`config.mk`:
```
export PLATFORM = sky130hd
export DESIGN_NAME = uart_rx_unit
export DESIGN_NICKNAME = d
export VERILOG_FILES = /design/src/rtl/uart_rx_pkg.sv /design/src/rtl/uart_baud_gen.sv /design/src/rtl/uart_rx_unit.sv
export SDC_FILE = /design/constraint.sdc
export NUM_CORES = 1
export LEC_CHECK = 0
export ABC_AREA = 1
export CORE_UTILIZATION = 52
export CTS_CLUSTER_DIAMETER = 80
export DETAILED_ROUTE_END_ITERATION = 8
export PLACE_DENSITY = 0.83
export SKIP_LAST_GASP = 1
export SYNTH_ARGS = -nofsm -noshare
export SYNTH_HDL_FRONTEND = slang
export SYNTH_SLANG_ARGS = --single-unit
```
`constraint.sdc`:
```
create_clock -name clock -period 1.5 [get_ports clock]
set_input_delay 0.3 -clock clock [delete_from_list [all_inputs] [get_ports clock]]
set_output_delay 0.3 -clock clock [all_outputs]
set_load 0.02 [all_outputs]
```
`src/rtl/uart_rx_pkg.sv`:
```
// uart_rx_pkg: shared definitions for the UART receiver.
//   - rx_state_e      receiver FSM states
//   - DIV_*           16x oversample divisors (50 MHz clock)
//   - PAR_*           parity_type encodings
//   - ERR_*           error_flag bit indices
//   - baud_divisor()  divisor lookup, optionally scaled down by a right shift
package uart_rx_pkg;

    typedef enum logic [2:0] {
        ST_IDLE   = 3'd0,
        ST_START  = 3'd1,
        ST_DATA   = 3'd2,
        ST_PARITY = 3'd3,
        ST_STOP   = 3'd4
    } rx_state_e;

    localparam int unsigned DIV_W     = 11;
    localparam int unsigned DIV_2400  = 1302;
    localparam int unsigned DIV_4800  = 651;
    localparam int unsigned DIV_9600  = 326;
    localparam int unsigned DIV_19200 = 163;

    localparam logic [1:0] PAR_NONE     = 2'b00;
    localparam logic [1:0] PAR_ODD      = 2'b01;
    localparam logic [1:0] PAR_EVEN     = 2'b10;
    localparam logic [1:0] PAR_NONE_ALT = 2'b11;

    localparam int ERR_PARITY      = 0;
    localparam int ERR_FALSE_START = 1;
    localparam int ERR_STOP        = 2;

    // Tick index (0-based) of the mid-bit sample in the start bit, and of
    // the sample point for every following bit (one full bit later).
    localparam logic [3:0] START_SAMPLE_TICK = 4'd7;
    localparam logic [3:0] BIT_SAMPLE_TICK   = 4'd15;

    // A non-zero shift divides every divisor by 2**shift; the shipped
    // configuration uses shift 0. The shift must keep the divisor >= 1.
    function automatic logic [DIV_W-1:0] baud_divisor(input logic [1:0] rate,
                                                     input int unsigned shift);
        int unsigned d;
        case (rate)
            2'b00:   d = DIV_2400;
            2'b01:   d = DIV_4800;
            2'b10:   d = DIV_9600;
            default: d = DIV_19200;
        endcase
        return DIV_W'(d >> shift);
    endfunction

    function automatic logic parity_enabled(input logic [1:0] ptype);
        return (ptype == PAR_ODD) || (ptype == PAR_EVEN);
    endfunction

endpackage

```
`src/rtl/uart_baud_gen.sv`:
```
// uart_baud_gen: 16x oversample tick generator.
//   clock      system clock
//   reset      synchronous active-high reset
//   baud_rate  rate select (00=2400, 01=4800, 10=9600, 11=19200)
//   restart    holds the divisor counter at 0 while high
//   tick       one-cycle pulse each time the divisor counter wraps
module uart_baud_gen
    import uart_rx_pkg::*;
#(
    parameter int unsigned DIV_SHIFT = 0
) (
    input  logic       clock,
    input  logic       reset,
    input  logic [1:0] baud_rate,
    input  logic       restart,
    output logic       tick
);

    logic [DIV_W-1:0] div_cnt;
    logic [DIV_W-1:0] div_last;

    assign div_last = baud_divisor(baud_rate, DIV_SHIFT) - DIV_W'(1);

    always_ff @(posedge clock) begin
        if (reset || restart) begin
            div_cnt <= '0;
            tick    <= 1'b0;
        end else if (div_cnt == div_last) begin
            div_cnt <= '0;
            tick    <= 1'b1;
        end else begin
            div_cnt <= div_cnt + DIV_W'(1);
            tick    <= 1'b0;
        end
    end

endmodule

```
`src/rtl/uart_rx_unit.sv`:
```
// uart_rx_unit: 8-bit UART receiver with optional parity.
//   clock        system clock (50 MHz)
//   reset        synchronous active-high reset
//   baud_rate    00=2400, 01=4800, 10=9600, 11=19200 (latched at frame start)
//   parity_type  01=odd, 10=even, 00/11=none (latched at frame start)
//   rx_line      asynchronous serial input, idle high
//   rx_data      last received byte
//   rx_done      one-cycle pulse when a frame completes
//   rx_busy      high while a frame is in progress
//   error_flag   bit0 parity, bit1 false start, bit2 stop/framing
//
// state     | meaning
// ----------+-------------------------------------------------------------
// ST_IDLE   | waiting for a synchronized falling edge on rx_line
// ST_START  | validating the start bit at its midpoint (tick 8)
// ST_DATA   | sampling 8 data bits LSB-first, one every 16 ticks
// ST_PARITY | sampling and checking the parity bit
// ST_STOP   | sampling the stop bit, publishing the byte, back to idle
module uart_rx_unit
    import uart_rx_pkg::*;
#(
    parameter int unsigned DIV_SHIFT = 0
) (
    input  logic       clock,
    input  logic       reset,
    input  logic [1:0] baud_rate,
    input  logic [1:0] parity_type,
    input  logic       rx_line,
    output logic [7:0] rx_data,
    output logic       rx_done,
    output logic       rx_busy,
    output logic [2:0] error_flag
);

    rx_state_e  state;
    logic       rx_s1, rx_s2, rx_prev;
    logic [1:0] baud_q;
    logic [1:0] parity_q;
    logic [3:0] tick_cnt;
    logic [2:0] bit_cnt;
    logic [7:0] shift_reg;
    logic       tick;
    logic       restart;

    // Holding the divisor in reset throughout IDLE means it starts counting
    // from 0 on the first START cycle, phase-aligned to the start edge.
    assign restart = (state == ST_IDLE);

    uart_baud_gen #(
        .DIV_SHIFT (DIV_SHIFT)
    ) u_baud_gen (
        .clock     (clock),
        .reset     (reset),
        .baud_rate (baud_q),
        .restart   (restart),
        .tick      (tick)
    );

    always_ff @(posedge clock) begin
        if (reset) begin
            state      <= ST_IDLE;
            rx_s1      <= 1'b1;
            rx_s2      <= 1'b1;
            rx_prev    <= 1'b1;
            baud_q     <= 2'b00;
            parity_q   <= PAR_NONE;
            tick_cnt   <= 4'd0;
            bit_cnt    <= 3'd0;
            shift_reg  <= 8'h00;
            rx_data    <= 8'h00;
            rx_done    <= 1'b0;
            rx_busy    <= 1'b0;
            error_flag <= 3'b000;
        end else begin
            rx_s1   <= rx_line;
            rx_s2   <= rx_s1;
            rx_prev <= rx_s2;
            rx_done <= 1'b0;

            case (state)
                ST_IDLE: begin
                    if (rx_prev && !rx_s2) begin
                        state      <= ST_START;
                        rx_busy    <= 1'b1;
                        error_flag <= 3'b000;
                        baud_q     <= baud_rate;
                        parity_q   <= parity_type;
                        tick_cnt   <= 4'd0;
                        bit_cnt    <= 3'd0;
                    end
                end

                ST_START: begin
                    if (tick) begin
                        if (tick_cnt == START_SAMPLE_TICK) begin
                            // Restart the tick count so later samples land
                            // a whole bit period after this mid-bit point.
                            tick_cnt <= 4'd0;
                            if (rx_s2) begin
                                error_flag[ERR_FALSE_START] <= 1'b1;
                                rx_busy <= 1'b0;
                                state   <= ST_IDLE;
                            end else begin
                                state <= ST_DATA;
                            end
                        end else begin
                            tick_cnt <= tick_cnt + 4'd1;
                        end
                    end
                end

                ST_DATA: begin
                    if (tick) begin
                        tick_cnt <= tick_cnt + 4'd1;
                        if (tick_cnt == BIT_SAMPLE_TICK) begin
                            shift_reg <= {rx_s2, shift_reg[7:1]};
                            if (bit_cnt == 3'd7) begin
                                bit_cnt <= 3'd0;
                                state   <= parity_enabled(parity_q) ? ST_PARITY : ST_STOP;
                            end else begin
                                bit_cnt <= bit_cnt + 3'd1;
                            end
                        end
                    end
                end

                ST_PARITY: begin
                    if (tick) begin
                        tick_cnt <= tick_cnt + 4'd1;
                        if (tick_cnt == BIT_SAMPLE_TICK) begin
                            // Total ones over data+parity is odd for odd
                            // parity and even for even parity.
                            error_flag[ERR_PARITY] <=
                                ((^shift_reg) ^ rx_s2) != (parity_q == PAR_ODD);
                            state <= ST_STOP;
                        end
                    end
                end

                ST_STOP: begin
                    if (tick) begin
                        tick_cnt <= tick_cnt + 4'd1;
                        if (tick_cnt == BIT_SAMPLE_TICK) begin
                            if (!rx_s2) begin
                                error_flag[ERR_STOP] <= 1'b1;
                            end
                            rx_data <= shift_reg;
                            rx_done <= 1'b1;
                            rx_busy <= 1'b0;
                            state   <= ST_IDLE;
                        end
                    end
                end

                default: begin
                    state   <= ST_IDLE;
                    rx_busy <= 1'b0;
                end
            endcase
        end
    end

endmodule

```
==> flow_summary.json, run 1 <==
{
  "outcome": "complete, but fails checks",
  "violations": "DRC",
  "edff_count_synth": 0,
  "clock-root-buffer": "sky130_fd_sc_hd__clkbuf_8",
  "layout-drive-gt1-share_pct": 24.7,
  "design.portCount": 20,
  "synth.distinct_cells": 35,
  "vias": 2448,
  "post_layout_minimum_cycle_time_ns": 1.46,
  "dr.pass1.iters": 6,
  "max_cap_viol_count": 0,
  "post-layout-total-power_mw": 4.06,
  "asyncSetResetFlopFracSynth_pct": 0,
  "number_of_buffers_on_the_longest_clock_path": 2,
  "critical_path_capture_point": "rx_data[6]",
  "reg2reg_slack_ns": 0.04,
  "power_density_mw_per_mm2": 1270,
  "cp.arrival_ns": 1.71,
  "power.share.sequential_pct": 37.9,
  "num_antenna_cells": 0,
  "clkSinkCount": 50,
  "intPower_mw": 2.55,
  "synth_top_area_share_pct": 40.5,
  "grt_max_degree": 17,
  "setup_repair_after_global_routing_missed_its_margin": "true",
  "leakage_nw": 1.38,
  "report.final.slew_viol_count": 0,
  "drtAntennaViolNets": 0,
  "drc": 2,
  "buffer_ports.inserted": 19,
  "floorplan.die_area_mm2": 0.00503,
  "post_synth.cell_area_avg_um2": 7.10,
  "worst-setup-path-type": "reg2reg",
  "row_count": 24,
  "first_global_vias": 2183,
  "grt_total_ovfl": 0,
  "n_fill_cell": 359,
  "largest_register_ffs": 11,
  "min_period_over_period_pct": 97.3,
  "synth_top_cell_by_area": "sky130_fd_sc_hd__dfxtp_1",
  "start_util_pct": 55.3,
  "drt-wirelength-per-cell_um": 13.2,
  "pwr-share-comb_pct": 38.1,
  "post-dp-hpwl_mm": 4.03,
  "clkSlewWorstSetupHoldPaths_ns": 0.10,
  "area_growth_pct": 29.4,
  "reg2reg_depth": 10,
  "worstSkewPairLatency_ns": 0.31,
  "setup_total_negative_slack_ns": 0,
  "grt_pass1_wl_mm": 9.31,
  "dp_slack_ns": -0.0605,
  "coreArea_mm2": 0.00447,
  "fin_worst_skew_ns": 0.0115,
  "top_post_synthesis_cells_by_area": "sky130_fd_sc_hd__dfxtp_1 (40%), sky130_fd_sc_hd__nand2_1 (12%), sky130_fd_sc_hd__a21oi_1 (7.1%)",
  "net_load_switching_power_mw": 1.50,
  "synth_nets": 360,
  "slew_headroom_pct": 75.9,
  "cts_max_level": 2,
  "drt-initial-drc-count": 172,
  "rr_startpoint": "tick_cnt[0]",
  "synth_warn": 0,
  "antenna_found_initial": 0,
  "worstSetupStartpointType": "flip-flop",
  "tightest_slew_ns": 0.358,
  "clock_power_share_pct": 24.1,
  "hold_viol": 0,
  "power_switching_share_pct": 37.1,
  "place_congestion": 0.920,
  "worstSetupStartpoint": "tick_cnt[0]",
  "crit_fanout": 7,
  "final.setup.worst_slack_ns": 0.0409,
  "fmax_ghz": 0.685,
  "worst_vdd_rail_ir_drop_v": 0.000602,
  "final_core_utilization_pct": 71.5,
  "timing.critical_path.to_type": "flip-flop",
  "routed_wire_length_mm": 5.94,
  "report.final.setup_viol": 0,
  "tritoncts": "done",
  "grtUsageTotal_pct": 23.2,
  "ys_seq_area_share_pct": 40.5,
  "syn_inst": 348,
  "die-width_um": 71.0,
  "numCtsBuffers": 5,
  "nets": 408,
  "drt-vias-per-instance": 5.45,
  "chipHeight_um": 71.0,
  "synth_flop_cell": "sky130_fd_sc_hd__dfxtp_1",
  "worst-endpoint-required_ns": 1.75,
  "synth.ff_latch_count": 50,
  "min_path_type": "reg2reg",
  "synth_area_mm2": 0.00247,
  "r2r_end": "rx_data[6]",
  "hold_buffers": 0,
  "holdCritStartpoint": "rx_s1"
}
Yosys cell counts, types with 2 or more instances:
master,number
sky130_fd_sc_hd__dfxtp_1,50
sky130_fd_sc_hd__o21ai_0,33
sky130_fd_sc_hd__a21oi_1,35
sky130_fd_sc_hd__ha_1,5
sky130_fd_sc_hd__nor2_1,29
sky130_fd_sc_hd__buf_6,2
sky130_fd_sc_hd__nor3_2,3
sky130_fd_sc_hd__xnor2_1,2
sky130_fd_sc_hd__nand3_1,19
sky130_fd_sc_hd__buf_2,3
sky130_fd_sc_hd__or2_2,2
sky130_fd_sc_hd__xor2_1,4
sky130_fd_sc_hd__nand2_1,76
sky130_fd_sc_hd__o21ai_2,2
sky130_fd_sc_hd__clkbuf_1,3
sky130_fd_sc_hd__nor2_2,3
sky130_fd_sc_hd__nor2_4,4
sky130_fd_sc_hd__inv_1,40
sky130_fd_sc_hd__inv_2,4
sky130_fd_sc_hd__nand2_2,4
sky130_fd_sc_hd__nand3_2,2
sky130_fd_sc_hd__nor3_1,6
sky130_fd_sc_hd__nand4_1,5
through the flow:
step | hold WS [ns] | instance area (um2) | instances
6_report | 0.418 | 3200 | 449
5_1_grt | 0.442 | 3200 | 449
4_1_cts | 0.425 | 2980 | 439
3_5_place_dp | 0.405 | 2800 | 426
3_3_place_gp | 0.396 | 2800 | 426
2_1_floorplan | 0.389 | 2470 | 348
worst max-delay path: stages (launching register included):
cell and delay, ns:
sky130_fd_sc_hd__dfxtp_2 0.36, sky130_fd_sc_hd__ha_4 0.14, sky130_fd_sc_hd__nand2_2 0.06, sky130_fd_sc_hd__inv_2 0.08, sky130_fd_sc_hd__nand2_4 0.06, sky130_fd_sc_hd__nor2_4 0.11, sky130_fd_sc_hd__inv_4 0.06, sky130_fd_sc_hd__nor2_4 0.15
sky130_fd_sc_hd__clkbuf_16 0.17, sky130_fd_sc_hd__o21ai_0 0.06, sky130_fd_sc_hd__a21oi_1 0.12
placed cells by master, fill, tap and decap left out, types with 4 or more instances in the layout:
cell type / instances
sky130_fd_sc_hd__dlygate4sd2_1: 13
sky130_fd_sc_hd__o21ai_2: 4
sky130_fd_sc_hd__nand3_1: 16
sky130_fd_sc_hd__dfxtp_2: 6
sky130_fd_sc_hd__buf_4: 27
sky130_fd_sc_hd__o21ai_1: 5
sky130_fd_sc_hd__nand2_1: 69
sky130_fd_sc_hd__clkdlybuf4s50_1: 6
sky130_fd_sc_hd__clkbuf_8: 5
sky130_fd_sc_hd__xor2_1: 4
sky130_fd_sc_hd__inv_2: 4
sky130_fd_sc_hd__a21oi_1: 33
sky130_fd_sc_hd__nor2_4: 6
sky130_fd_sc_hd__nand3_2: 5
sky130_fd_sc_hd__nor2_1: 26
sky130_fd_sc_hd__nand2_2: 10
sky130_fd_sc_hd__inv_1: 39
sky130_fd_sc_hd__nand4_1: 5
sky130_fd_sc_hd__nor3_1: 5
sky130_fd_sc_hd__dfxtp_1: 41
sky130_fd_sc_hd__o21ai_0: 27
sky130_fd_sc_hd__nor2_2: 4
repair_timing:
item	CTS	global route
gates cloned	0	1
setup buffers	5	9
resized for setup	18	47
pin swaps	3	10
endpoints found under the setup margin	34	40
layout make-up:
type	count	area [um2]	area share (%)
Clock inverter	3	43.8	1.37
Sequential cell	50	1020	31.9
Tap cell	52	65.1	2.03
Timing Repair Buffer	50	462	14.4
Multi-Input combinational cell	243	1360	42.4
Clock buffer	5	68.8	2.15
Inverter	46	183	5.71
layer usage:
metal  GRT usage [%]  routed length, um
met3            5.27                266
met2            37.5               2870
met1            29.3               2680
met5               0                  0
met4            10.9                123
power by group through the flow:
stage	combinational (mW)	clock, mW	sequential, mW
6_report	1.55	0.976	1.54
3_5_place_dp	1.26	0	1.52
2_1_floorplan	0.855	0	1.53
3_3_place_gp	1.20	0	1.52
4_1_cts	1.29	0.983	1.49
5_1_grt	1.69	1.05	1.55
logic make-up after synthesis:
kind of cell             Yosys count  share of synthesized area, %
flip-flops                        50                          40.5
AO/OA/AOI/OAI                     75                          15.9
adder cells (fa/ha/maj)            5                          2.53
XOR/XNOR                           6                          2.13
AND/OR/NAND/NOR                  157                          29.7
buffers and inverters             55                          9.31
worst min-delay path by stage:
stage                     slack [ns]  cells after the start    end
after floorplan                 0.39                      1  rx_s2
after global placement          0.40                      1  rx_s2
after detailed placement        0.41                      1  rx_s2
after CTS                       0.43                      1  rx_s2
after global routing            0.44                      1  rx_s2
final                           0.42                      1  rx_s2
(Power assumes the default switching activity.)
==> run 2, diff against run 1 <==
--- a/config.mk
+++ b/config.mk
@@ -6,10 +6,12 @@
 export NUM_CORES = 1
 export LEC_CHECK = 0
 export ABC_AREA = 1
-export CORE_UTILIZATION = 52
+export CORE_UTILIZATION = 54
+export CTS_BUF_LIST = sky130_fd_sc_hd__clkbuf_8
 export CTS_CLUSTER_DIAMETER = 80
 export DETAILED_ROUTE_END_ITERATION = 8
-export PLACE_DENSITY = 0.83
+export PLACE_DENSITY = 0.86
+export RECOVER_POWER = 50
 export SKIP_LAST_GASP = 1
 export SYNTH_ARGS = -nofsm -noshare
 export SYNTH_HDL_FRONTEND = slang
==> flow_summary.json, run 2 (synthesis results as in run 1) <==
{
  "pwr-share-comb_pct": 34.9,
  "routed_wire_length_mm": 5.42,
  "grt_total_ovfl": 0,
  "largest_register_ffs": 11,
  "clkSlewWorstSetupHoldPaths_ns": 0.08,
  "min_period_over_period_pct": 95.8,
  "dp_slack_ns": -0.0922,
  "post_layout_minimum_cycle_time_ns": 1.44,
  "drt-initial-drc-count": 107,
  "crit_path_top_delay_cell": "sky130_fd_sc_hd__dfxtp_1",
  "worst-setup-path-type": "reg2reg",
  "timing.critical_path.max_delay_family": "simple AND/OR/NAND/NOR gates",
  "grt_pass1_wl_mm": 8.92,
  "nets": 397,
  "timing.critical_path.to_type": "flip-flop",
  "worst-endpoint-required_ns": 1.73,
  "fmax_ghz": 0.696,
  "regArea_mm2": 0.00102,
  "design.portCount": 20,
  "cp.arrival_ns": 1.66,
  "reg2reg_slack_ns": 0.06,
  "worstSkewPairLatency_ns": 0.30,
  "power.share.sequential_pct": 40.5,
  "layout-drive-gt1-share_pct": 19.7,
  "number_of_buffers_on_the_longest_clock_path": 2,
  "vias": 2358,
  "first_global_vias": 2167,
  "power_density_mw_per_mm2": 1210,
  "numCtsBuffers": 5,
  "n_fill_cell": 363,
  "clkSinkCount": 50,
  "hold_viol": 0,
  "buffers_and_inverters_on_the_worst_path": 1,
  "worstPathCellList": "inv_2, nor3_2, nand2_1, nand2_1, nor2_2, nand2_2, o21ai_1, a21oi_1",
  "outcome": "finished, final reports clean",
  "critPathMostFrequentCell": "sky130_fd_sc_hd__nand2_1",
  "grt_max_degree": 29,
  "net_load_switching_power_mw": 1.34,
  "clock_power_share_pct": 24.6,
  "drc": 0,
  "report.final.slew_viol_count": 0,
  "die-width_um": 69.7,
  "clock-root-buffer": "sky130_fd_sc_hd__clkbuf_8",
  "worst_vdd_rail_ir_drop_v": 0.000756,
  "grtUsageTotal_pct": 22.7,
  "slew_headroom_pct": 73.2,
  "row_count": 24,
  "power_switching_share_pct": 35.9,
  "drt-vias-per-instance": 5.40,
  "most-common-layout-cells": "sky130_fd_sc_hd__nand2_1 (72), sky130_fd_sc_hd__dfxtp_1 (42), sky130_fd_sc_hd__inv_1 (39)",
  "tightest_slew_ns": 0.399,
  "setup_repair_after_global_routing_missed_its_margin": "true",
  "drt-wirelength-per-cell_um": 12.4,
  "crit_fanout": 6,
  "area_growth_pct": 24.6,
  "coreArea_mm2": 0.00438,
  "max_cap_viol_count": 0,
  "dr.pass1.iters": 4,
  "buffer_ports.inserted": 19,
  "antenna_found_initial": 0,
  "chipHeight_um": 69.7,
  "cts_max_level": 2,
  "crit_path_max_incr_delay_ns": 0.39,
  "setup_total_negative_slack_ns": 0,
  "report.final.setup_viol": 0,
  "multi_input_comb_area_mm2": 0.00132,
  "floorplan.die_area_mm2": 0.00485,
  "start_util_pct": 56.4,
  "tritoncts": "done",
  "fin_worst_skew_ns": 0.00900,
  "leakage_nw": 1.34,
  "post-dp-hpwl_mm": 3.74,
  "worstSetupStartpointType": "flip-flop",
  "drtAntennaViolNets": 0,
  "min_path_type": "reg2reg",
  "place_congestion": 0.956,
  "final.setup.worst_slack_ns": 0.0633,
  "layout.cells.most_common": "sky130_fd_sc_hd__nand2_1",
  "intPower_mw": 2.39,
  "num_antenna_cells": 0
}
-- run 2: layout make-up --
class / count / share of cell area (%)
timing repair buffer: 39 / 12.8
clock buffer: 5 / 2.23
inverter: 46 / 5.85
multi-input combinational: 243 / 42.8
clock inverter: 2 / 1.26
tap: 52 / 2.11
sequential: 50 / 33.0
-- run 2: path summary, 6_finish.rpt --
kind,startpoint,to,depth (start not counted)
setup / recovery,state[1],state[0],8
setup reg to reg,state[1],state[0],8
hold / removal,rx_s1,rx_s2,1
hold reg to reg,rx_s1,rx_s2,1
-- run 2: timing repair --
action | in CTS | in global routing
pin swaps | 4 | 7
hold buffers | 0 | 0
cloned | 1 | 0
endpoints found under the setup margin | 33 | 35
resized for setup | 25 | 32
buffers inserted | 2 | 3
-- run 2: power by group through the flow --
stage	Clock [mW]	Combinational (mW)	Sequential (mW)
finish	0.918	1.30	1.51
global route	0.986	1.43	1.52
CTS	0.952	1.19	1.50
detailed placement	0	1.18	1.53
global placement	0	1.15	1.52
floorplan	0	0.855	1.53
-- run 2: per-stage QoR --
stage / hold slack [ns] / cells / total power, mW / utilization, % / instance area (um2)
after CTS: 0.427 / 434 / 3.64 / 68.3 / 2990
after global routing: 0.442 / 437 / 3.94 / 70.3 / 3080
after floorplan: 0.389 / 348 / 2.39 / - / 2470
after detailed placement: 0.408 / 424 / 2.71 / 63.9 / 2800
after global placement: 0.393 / 424 / 2.67 / 63.9 / 2800
final: 0.423 / 437 / 3.73 / 70.3 / 3080
-- run 2: per-layer routing --
layer | global-route usage, % | up-vias | share of wire [%] | wire (um)
met5 | 0 | - | 0 | 0
met4 | 11.6 | 0 | 1.9 | 102
met3 | 3.49 | 12 | 5.2 | 282
met2 | 38.1 | 62 | 47 | 2570
met1 | 28.3 | 1082 | 46 | 2470
li1 | - | 1202 | - | -
